==> config.mk <==
export PLATFORM = sky130hd
export DESIGN_NAME = wide_add_sequencer
export DESIGN_NICKNAME = d
export VERILOG_FILES = /design/src/rtl/add_seq_pkg.sv /design/src/rtl/ripple.sv /design/src/rtl/wide_add_sequencer.sv
export SDC_FILE = /design/constraint.sdc
export NUM_CORES = 1
export LEC_CHECK = 0
export ABC_AREA = 1
export BUFFER_PORTS_ARGS = -buffer_cell sky130_fd_sc_hd__buf_2
export CORE_ASPECT_RATIO = 2
export CORE_UTILIZATION = 25
export CTS_BUF_LIST = sky130_fd_sc_hd__clkbuf_8 sky130_fd_sc_hd__clkbuf_16
export DETAILED_ROUTE_END_ITERATION = 8
export SLEW_MARGIN = 20
export SYNTH_ARGS = -nofsm -noshare
export SYNTH_HDL_FRONTEND = slang
export SYNTH_HIERARCHICAL = 1
export SYNTH_SLANG_ARGS = --single-unit
==> constraint.sdc <==
create_clock -name clk -period 3.65 [get_ports clk]
set_input_delay 0.1825 -clock clk [delete_from_list [all_inputs] [get_ports clk]]
set_output_delay 0.1825 -clock clk [all_outputs]
set_load 0.02 [all_outputs]
==> src/rtl/add_seq_pkg.sv <==
// Shared definitions for the sliced wide-add sequencer: slice width, FSM states and slice count.
package add_seq_pkg;

  localparam int unsigned SLICE_W = 4;

  typedef enum logic [1:0] {
    IDLE = 2'd0,
    ADD  = 2'd1,
    DONE = 2'd2
  } add_seq_state_t;

  function automatic int unsigned nslice(input int unsigned width);
    return width / SLICE_W;
  endfunction

endpackage

==> src/rtl/ripple.sv <==
// 4-bit ripple-carry adder slice shared by the wide-add sequencer.
module ripple
  import add_seq_pkg::*;
(
  input  logic [SLICE_W-1:0] a_i,
  input  logic [SLICE_W-1:0] b_i,
  input  logic               cin_i,
  output logic [SLICE_W-1:0] sum_o,
  output logic               cout_o
);

  always_comb begin
    logic carry;
    carry = cin_i;
    sum_o = '0;
    for (int i = 0; i < SLICE_W; i++) begin
      sum_o[i] = a_i[i] ^ b_i[i] ^ carry;
      carry    = (a_i[i] & b_i[i]) | (carry & (a_i[i] ^ b_i[i]));
    end
    cout_o = carry;
  end

endmodule

==> src/rtl/wide_add_sequencer.sv <==
// Arbitrates two requesters and sequences a WIDTH-bit add over one 4-bit ripple slice,
// one slice per cycle LSB first, with the carry registered between slices.
module wide_add_sequencer
  import add_seq_pkg::*;
#(
  parameter int unsigned WIDTH = 16
) (
  input  logic               clk,
  input  logic               rst_n,
  input  logic [1:0]         req_valid,
  output logic [1:0]         req_ready,
  input  logic [2*WIDTH-1:0] req_a,
  input  logic [2*WIDTH-1:0] req_b,
  input  logic [1:0]         req_cin,
  output logic               out_valid,
  input  logic               out_ready,
  output logic [WIDTH-1:0]   out_sum,
  output logic               out_cout,
  output logic               out_id,
  output logic               busy
);

  localparam int unsigned NSLICE = nslice(WIDTH);
  localparam int unsigned IDX_W = (NSLICE > 1) ? $clog2(NSLICE) : 1;
  localparam logic [IDX_W-1:0] LAST_IDX = IDX_W'(NSLICE - 1);

  add_seq_state_t state_q, state_d;
  logic [WIDTH-1:0] a_q, a_d, b_q, b_d, sum_q, sum_d;
  logic [IDX_W-1:0] idx_q, idx_d;
  logic carry_q, carry_d;
  logic cout_q, cout_d;
  logic id_q, id_d;
  logic last_grant_q, last_grant_d;
  logic grant;

  logic [SLICE_W-1:0] slice_a, slice_b, slice_sum;
  logic               slice_cout;

  // Round-robin on a tie: the requester not served last wins.
  assign grant = (req_valid == 2'b11) ? ~last_grant_q : req_valid[1];

  always_comb begin
    slice_a = a_q[idx_q*SLICE_W +: SLICE_W];
    slice_b = b_q[idx_q*SLICE_W +: SLICE_W];
  end

  ripple u_ripple (
    .a_i   (slice_a),
    .b_i   (slice_b),
    .cin_i (carry_q),
    .sum_o (slice_sum),
    .cout_o(slice_cout)
  );

  always_comb begin
    state_d      = state_q;
    a_d          = a_q;
    b_d          = b_q;
    sum_d        = sum_q;
    idx_d        = idx_q;
    carry_d      = carry_q;
    cout_d       = cout_q;
    id_d         = id_q;
    last_grant_d = last_grant_q;
    req_ready    = 2'b00;

    unique case (state_q)
      IDLE: begin
        // Gated by rst_n so req_ready reads 0 while reset is asserted.
        if (rst_n && (req_valid != 2'b00)) begin
          req_ready[grant] = 1'b1;
          a_d     = grant ? req_a[2*WIDTH-1:WIDTH] : req_a[WIDTH-1:0];
          b_d     = grant ? req_b[2*WIDTH-1:WIDTH] : req_b[WIDTH-1:0];
          carry_d = req_cin[grant];
          idx_d   = '0;
          id_d    = grant;
          state_d = ADD;
        end
      end
      ADD: begin
        sum_d[idx_q*SLICE_W +: SLICE_W] = slice_sum;
        carry_d = slice_cout;
        idx_d   = idx_q + IDX_W'(1);
        if (idx_q == LAST_IDX) begin
          cout_d  = slice_cout;
          state_d = DONE;
        end
      end
      DONE: begin
        if (out_ready) begin
          last_grant_d = id_q;
          state_d      = IDLE;
        end
      end
      default: state_d = IDLE;
    endcase
  end

  always_ff @(posedge clk or negedge rst_n) begin
    if (!rst_n) begin
      state_q      <= IDLE;
      a_q          <= '0;
      b_q          <= '0;
      sum_q        <= '0;
      idx_q        <= '0;
      carry_q      <= 1'b0;
      cout_q       <= 1'b0;
      id_q         <= 1'b0;
      last_grant_q <= 1'b1;
    end else begin
      state_q      <= state_d;
      a_q          <= a_d;
      b_q          <= b_d;
      sum_q        <= sum_d;
      idx_q        <= idx_d;
      carry_q      <= carry_d;
      cout_q       <= cout_d;
      id_q         <= id_d;
      last_grant_q <= last_grant_d;
    end
  end

  assign out_valid = (state_q == DONE);
  assign busy      = (state_q != IDLE);
  assign out_sum   = sum_q;
  assign out_cout  = cout_q;
  assign out_id    = id_q;

endmodule

# ---- After elaboration in Yosys (flattened, before gate mapping)
# Index checks and enable logic that the tools add are counted.
dict set report totals {
  ff_bits 56
  inputBits 71
}
dict set report classes {
  order_cmp 2
  bitwise_logic 21
  muxes 18
  n_addsub 2
  reduce_logical 11
  n_shift 4
  n_eq_ne 7
}
# operator count
set op_table {}
lappend op_table {{$neg 4->34} 1}
lappend op_table {{$shift 4x34->16 const A} 1}
lappend op_table {{$shiftx 4x34->16} 1}
lappend op_table {{$mux 16} 2}
lappend op_table {{$shiftx 16x5->4} 2}
lappend op_table {{$bwmux 16} 1}
lappend op_table {{$mux 2} 6}
lappend op_table {{$and 1x1->1} 8}
lappend op_table {{$reduce_and 2->1} 4}
lappend op_table {{$xor 1x1->1} 8}
lappend op_table {{$eq 2x2->1 const B} 3}
lappend op_table {{$pmux 2 s3} 1}
lappend op_table {{$reduce_bool 2->1} 3}
lappend op_table {{$mux 1} 5}
lappend op_table {{$ne 2x2->1 const B} 2}
lappend op_table {{$or 1x1->1} 4}
lappend op_table {{$pmux 2 s2} 1}
lappend op_table {{$reduce_and 3->1} 1}
lappend op_table {{$add 2x1->2 const B} 1}
lappend op_table {{$eq 2x1->1 const B} 1}
lappend op_table {{$logic_and 1x1->1} 2}
lappend op_table {{$logic_not 2->1} 1}
lappend op_table {{$lt 1x2->1 const B} 1}
lappend op_table {{$ne 2x1->1 const B} 1}
lappend op_table {{4 further kinds} 4}

# ---- Logic depth before layout (Yosys ltp)
# Gate-level depths: netlist of the first run.
dict set report depth {
  ltp_word 11
  mapped_depth 16
  mapped_depth_nobuf 15
}

# ---- Hierarchy
# Netlist of the first run, hierarchy kept.
# module area_each_um2 instances cells_per_inst
set modules_own_cells {}
lappend modules_own_cells {wide_add_sequencer 3012.9 1 421}
lappend modules_own_cells {ripple 117.6 1 14}

# ---- Worst setup path before layout of the first run
# Ideal clock, no wire load.
dict set report synth_path {
  kind {register -> register}
  startpoint {register idx_q[0]}
  endpoint {register sum_q[15], in the netlist out_sum[15]}
  t_arrival_ps 2775
  t_required_ps 3585
  synth_period_minus_slack_ps 2840
  stages_incl_launch_ff 17
  setup_time_ps 65
  path_slack_ps 810
  cell_sequence {dfrtp_1 > inv_1 > buf_2 > o21ai_0 > o22ai_1 > fa_1 > inv_1 > fa_1 > inv_1 > fa_1 > inv_1 > fa_1 > inv_1 > nand2_1 > nor2_1 > nand2_1 > nand2_1}
}
dict set report synth_between {
  elab_chain_len 11
}
# item line_no
set synth_lines {}
lappend synth_lines {{start: declaration} wide_add_sequencer.sv:29} ;# logic [IDX_W-1:0] idx_q, idx_d;
lappend synth_lines {{start signal: assignment} wide_add_sequencer.sv:115} ;# idx_q <= idx_d;
lappend synth_lines {{$shiftx 16x5->4 *} wide_add_sequencer.sv:43} ;# slice_a = a_q[idx_q*SLICE_W +: SLICE_W];
lappend synth_lines {{net slice_a[0]} wide_add_sequencer.sv:36} ;# logic [SLICE_W-1:0] slice_a, slice_b, slice_sum;
lappend synth_lines {{$xor 1x1->1} ripple.sv:18} ;# carry = (a_i[i] & b_i[i]) | (carry & (a_i[i] ^ b_i[i]));
lappend synth_lines {{$and 1x1->1} ripple.sv:18}
lappend synth_lines {{$or 1x1->1 *} ripple.sv:18}
lappend synth_lines {{$and 1x1->1 *} ripple.sv:18}
lappend synth_lines {{$or 1x1->1 *} ripple.sv:18}
lappend synth_lines {{$and 1x1->1 *} ripple.sv:18}
lappend synth_lines {{$or 1x1->1 *} ripple.sv:18}
lappend synth_lines {{$xor 1x1->1 *} ripple.sv:17} ;# sum_o[i] = a_i[i] ^ b_i[i] ^ carry;
lappend synth_lines {{net slice_sum[3]} wide_add_sequencer.sv:36}
lappend synth_lines {{$shiftx 4x34->16 *} wide_add_sequencer.sv:81} ;# sum_d[idx_q*SLICE_W +: SLICE_W] = slice_sum;
lappend synth_lines {{$bwmux 16 *} wide_add_sequencer.sv:81}
lappend synth_lines {{end signal: assignment} wide_add_sequencer.sv:114} ;# sum_q <= sum_d;
lappend synth_lines {{end: declaration} wide_add_sequencer.sv:28} ;# logic [WIDTH-1:0] a_q, a_d, b_q, b_d, sum_q, sum_d;
# Mark *: on every way through the listed nets, which the timed path passes. The rest lies on a longest branch.
# A chain may end at the register's enable or synchronous reset.

# ---- Worst setup path after layout of the first run
dict set report layout_path {
  startpoint {register idx_q[1]}
  endpoint {register sum_q[7], in the netlist out_sum[7]}
}
# Same word-level chain as after synthesis.

==> results.toml, run 1 <==
[status]
status = "complete, no violations"

[sta]
hold_viol = 0
min_period_ps = 3220
finalMaxSlewViolations = 0
finalCritPeriodShare_pct = 88.3
rsz0062_at_grt = "no"
tns_ps = 0
fin_skew_ps = 5.85
tightest_slew_ps = 689
max_slew_margin_pct = 54.1
setup_violations = 0
fmax_mhz = 310

[logic_synthesis]
netlist_area_sq_um = 3130
synthDistinctLibCells = 24
synth_simple_gate_area_share_pct = 39.2
async_reset_ff_share_pct = 100
synth-adder-area-share_pct = 4.56
ys_warn_count = 6
synth_compound_area_share_pct = 5.20
synth-xor-area-share_pct = 0
synth_top_family_by_area = "simple AND/OR/NAND/NOR gates"
syn_nets = 515
synthCells = 435
synth_edf_count = 0
synthMuxAreaShare_pct = 0
synth_flop_cell = "dfrtp_1"
synth_seq_cells = 56
postSynthAreaPerCell_sq_um = 7.20
seq_area_frac_synth_pct = 44.8

[floorplan]
coreArea_sq_um = 12200
start_util_pct = 25.7
rows = 57
die_h_um = 160
die_w_um = 81.1
die_area_sq_um = 13000
io_pins = 93

[critical_path]
worstPathArrival_ps = 3450
regToRegStartpoint = "idx_q[1]$_DFFE_PN0P_"
path_class = "reg -> reg"
r2r_setup_slack_ps = 430
worstPathMaxFanout = 12
rr_worst_depth = 15
end_kind = "register"
start_kind = "register"
critPathRequiredTime_ps = 3880
reg2reg_to = "out_sum[7]$_DFFE_PN0P_"

[clock_network]
cts_post_setup_buffers_inserted = 0
cts-resized-gates = 0
cts.sinks = 56
h-tree-depth = 2
cts_buffers = 5
clock_latency_ps = 290
cts_tree = "built"
clk_path_buf_depth = 2
hold_buffers = 0
clockRootBuffer = "clkbuf_16"
clkTransAtPathRegs_ps = 70

[global_route]
grt_max_degree = 57
grt_pass1_wl_mm = 13.6
grt-ovfl-total = 0
grt_pass1_vias = 3009
grt_use_total_pct = 13.6
antenna_found_initial = 0

[final_layout]
area_growth_pct = 24.0
post-route-util_pct = 31.8
nNetsFinal = 602
fill_cells = 1309
drive_gt1_share_pct = 22.8
diodes = 0

[placed_design]
hpwl_mm = 6.68
portBuffers = 92
place_congestion = 0.868

[routing]
wl_per_cell_um = 12.3
route.detailed.drc = 0
wl_mm = 8.23
via_per_inst = 4.37
final_antenna_net_count = 0
vias = 2929
first_pass_iters = 4
first_iter_violations = 151

[min_path]
hold_path.class = "in -> async"

[power_and_ir_drop]
ir_worst_vdd_mv = 0.291
powerDensity_nw_per_um2 = 850
p_leak_nw = 2.28

[run]
max-cap-violations = 0
-- metrics by stage --
stage	instances	power, mW	hold WS (ps)	cell area [sq um]	worst slack (ps)
floorplan	435	2.28	-113	3130	810
global route	670	3.61	96.5	3880	173
CTS	670	3.35	76.3	3880	424
global placement	662	2.74	383	3700	560
finish	670	3.30	50.4	3880	428
detailed placement	662	2.77	392	3700	459
-- power by group --
group / total (mW) / internal [mW] / switching, mW
combinational: 1.63 / 0.556 / 1.07
sequential: 1.10 / 0.894 / 0.206
clock: 0.570 / 0.361 / 0.208
-- sequential cells by signal, indices dropped and copies added (netlist names) --
signal and count:
a_q 16, b_q 16, out_sum 16, idx_q 2, state_q 2, carry_q 1
last_grant_q 1, out_cout 1, out_id 1
-- cell families (layout without fill, tap and decap cells) --
family | count (synthesis) | after routing
adder cells (fa/ha/maj) | 9 | 9
AND/OR/NAND/NOR | 300 | 300
flip-flops | 56 | 56
buffers and inverters | 40 | 128
AO/OA/AOI/OAI | 30 | 30
-- per-layer routing --
metal / track usage, % / routed length [um]
met4: 8.12 / 343
met2: 26.3 / 4820
met1: 13.2 / 2870
met3: 1.14 / 207
met5: 0 / 0
-- area by class of cell --
class	instances	area (sq um)	area share (%)
multi-input combinational	339	1530	39.5
sequential	56	1400	36.1
timing repair buffer	96	490	12.6
tap	147	184	4.74
clock buffer	7	153	3.93
inverter	24	90.1	2.32
clock inverter	1	30.0	0.774
-- cell usage in the layout, fill, tap and decap left out, types with 4 or more instances in the layout --
| cell | n |
|---|---|
| nor2_4 | 4 |
| nand3_1 | 10 |
| nand2_1 | 255 |
| o22ai_1 | 8 |
| buf_2 | 92 |
| fa_1 | 4 |
| ha_1 | 5 |
| nor2_1 | 23 |
| o21ai_0 | 18 |
| inv_1 | 21 |
| nand2_4 | 4 |
| dfrtp_1 | 55 |
| clkbuf_16 | 5 |
| buf_4 | 4 |
-- synthesized netlist by cell type (all sizes together), types with 4 or more instances --
| cell | n | area share (%) |
|---|---|---|
| nand3 | 11 | 1.9 |
| nand2 | 260 | 32 |
| inv | 23 | 2.8 |
| nor2 | 29 | 5.0 |
| dfrtp | 55 | 44 |
| o21ai | 20 | 3.2 |
| ha | 5 | 2.0 |
| buf | 16 | 3.4 |
| fa | 4 | 2.6 |
| o22ai | 8 | 1.6 |
-- worst max-delay path, cell delays in order (launching register included) --
cell	delay [ps]
dfrtp_1	540
clkinv_1	370
o21ai_0	180
o22ai_1	120
fa_1	420
inv_1	70
fa_1	160
inv_1	50
fa_1	360
inv_1	80
fa_1	400
inv_1	100
nand2_1	60
nor2_1	130
nand2_1	70
nand2_1	50
-- worst max path at each step --
stage               slack, ps  depth (start not counted)                 endpoint                  from
finish                    430                         15   out_sum[7]$_DFFE_PN0P_  idx_q[1]$_DFFE_PN0P_
global route              170                         15   out_sum[7]$_DFFE_PN0P_  idx_q[1]$_DFFE_PN0P_
CTS                       420                         15   out_sum[7]$_DFFE_PN0P_  idx_q[1]$_DFFE_PN0P_
detailed placement        460                         15   out_sum[7]$_DFFE_PN0P_  idx_q[1]$_DFFE_PN0P_
global placement          560                         15  out_sum[15]$_DFFE_PN0P_  idx_q[1]$_DFFE_PN0P_
floorplan                 810                         16  out_sum[15]$_DFFE_PN0P_  idx_q[0]$_DFFE_PN0P_
(Power assumes the default switching activity.)
==> inputs of run 2 (changes only) <==
clock period = 3.1 ns   (was 3.65 ns; I/O delays follow)
==> results.toml, run 2 (synthesis results as in run 1) <==
[run]
max-cap-violations = 0

[critical_path]
crit_buf_inv = 5
critPathRequiredTime_ps = 3330
slowest_stage = "fa_1"
cpPeakStageDelay_ps = 430
end_kind = "register"
rr_worst_depth = 15
path_class = "reg -> reg"
regToRegStartpoint = "idx_q[0]$_DFFE_PN0P_"
start_kind = "register"
r2r_setup_slack_ps = 100
path_cells = "clkinvlp_4, o21ai_0, o22ai_1, fa_1, inv_1, fa_1, inv_1, fa_1, inv_1, fa_1, inv_1, nand2_1, nor2_1, nand2_1, nand2_1"
reg2reg_to = "out_sum[15]$_DFFE_PN0P_"
crit_family = "adder cells"
worstPathMaxFanout = 7
worstPathArrival_ps = 3230

[sta]
finalCritPeriodShare_pct = 96.8
max_slew_margin_pct = 54.1
finalMaxSlewViolations = 0
fin_skew_ps = 8.90
hold_viol = 0
finalWorstSetupSlack_ps = 99.5
whs_ps = 28.3
fmax_mhz = 333
min_period_ps = 3000
tightest_slew_ps = 688
setup_violations = 0

[clock_network]
cts_tree = "built"
clock_latency_ps = 300
cts_buffers = 5
cts.sinks = 56
clockRootBuffer = "clkbuf_16"
h-tree-depth = 2
hold_buffers = 0
clkTransAtPathRegs_ps = 70
clk_path_buf_depth = 2

[floorplan]
io_pins = 93
coreArea_sq_um = 12200
die_h_um = 160
die_w_um = 81.1
rows = 57
die_area_sq_um = 13000
start_util_pct = 25.7

[final_layout]
mostFrequentLayoutCells = "nand2_1, buf_2, dfrtp_1"
drive_gt1_share_pct = 24.2
area_growth_pct = 25.1
layout_commonest_cell = "nand2_1"
fill_cells = 1343
nNetsFinal = 612
diodes = 0

[routing]
final_antenna_net_count = 0
vias = 2983
first_iter_violations = 128
wl_mm = 8.48
first_pass_iters = 4
wl_per_cell_um = 12.5
via_per_inst = 4.39
route.detailed.drc = 0

[global_route]
grt_pass1_wl_mm = 13.9
grt_use_total_pct = 14.1
grt_max_degree = 57
grt-ovfl-total = 0
grt_pass1_vias = 3012
antenna_found_initial = 0

[power_and_ir_drop]
swShare_pct = 46.2
power_frac_seq_pct = 32.9
p_leak_nw = 2.31
power_switching_mw = 1.79
p_total_mw = 3.87
ir_worst_vdd_mv = 0.338
pwr-share-comb_pct = 53.2
powerDensity_nw_per_um2 = 989
p_int_mw = 2.08
pwr-share-clk_pct = 13.9

[placed_design]
hpwl_mm = 6.80
place_congestion = 0.823
portBuffers = 92
dp_slack_ps = 112

[status]
status = "complete, no violations"

[min_path]
hold_path.class = "in -> async"
-- run 2: stage by stage --
stage                     setup TNS, ps  instance area [sq um]  utilization (%)  cells
after floorplan                       0                   3130                -    435
after global placement                0                   3730             30.6    666
after detailed placement              0                   3730             30.6    666
after CTS                             0                   3870             31.7    674
after global routing               -250                   3920             32.1    680
final                                 0                   3920             32.1    680
-- run 2: repair_timing --
item | 4_1_cts | 5_1_grt
endpoints found under the setup margin | 0 | 2
buffers inserted | 0 | 6
gates resized for setup | 0 | 3
-- run 2: power groups by stage --
stage / Combinational [mW] / Clock [mW] / Sequential [mW]
2_1_floorplan: 1.35 / 0 / 1.33
6_report: 2.06 / 0.539 / 1.27
3_3_place_gp: 1.99 / 0 / 1.29
4_1_cts: 2.03 / 0.555 / 1.28
3_5_place_dp: 2.02 / 0 / 1.29
5_1_grt: 2.35 / 0.586 / 1.32
-- run 2: area by class of cell --
type / instances / area [sq um] / area share, %
clock buffers: 5 / 125 / 3.19
repair buffers: 106 / 566 / 14.4
multi-input cells: 339 / 1530 / 39.1
clock inverters: 3 / 12.5 / 0.319
inverters: 24 / 93.8 / 2.40
flip-flops and latches: 56 / 1400 / 35.8
well taps: 147 / 184 / 4.70
-- run 2: worst reg2reg max path: cells and delay by family, from the launching register on --
kind	cells	cell delay, ps
compound gates	2	390
flops	1	420
buf+inv	5	460
fa+ha+maj	4	1350
simple gates	4	310
-- run 2: metal layers --
metal | vias to the layer above | global-route usage, % | part of all wire [%]
met3 | 16 | 1.31 | 2.5
met4 | 0 | 7.55 | 3.6
met1 | 1377 | 13.4 | 35
li1 | 1527 | - | -
met2 | 63 | 27.8 | 59
met5 | - | 0 | 0
-- run 2: how the worst max path moves through the flow --
stage | startpoint | slack (ps) | end | depth (start not counted)
after floorplan | idx_q[0]$_DFFE_PN0P_ | 260 | out_sum[15]$_DFFE_PN0P_ | 16
after CTS | idx_q[0]$_DFFE_PN0P_ | 80 | out_sum[15]$_DFFE_PN0P_ | 15
final | idx_q[0]$_DFFE_PN0P_ | 100 | out_sum[15]$_DFFE_PN0P_ | 15
after detailed placement | idx_q[0]$_DFFE_PN0P_ | 110 | out_sum[15]$_DFFE_PN0P_ | 15
after global routing | idx_q[0]$_DFFE_PN0P_ | -130 | out_sum[15]$_DFFE_PN0P_ | 15
after global placement | idx_q[0]$_DFFE_PN0P_ | 190 | out_sum[7]$_DFFE_PN0P_ | 15
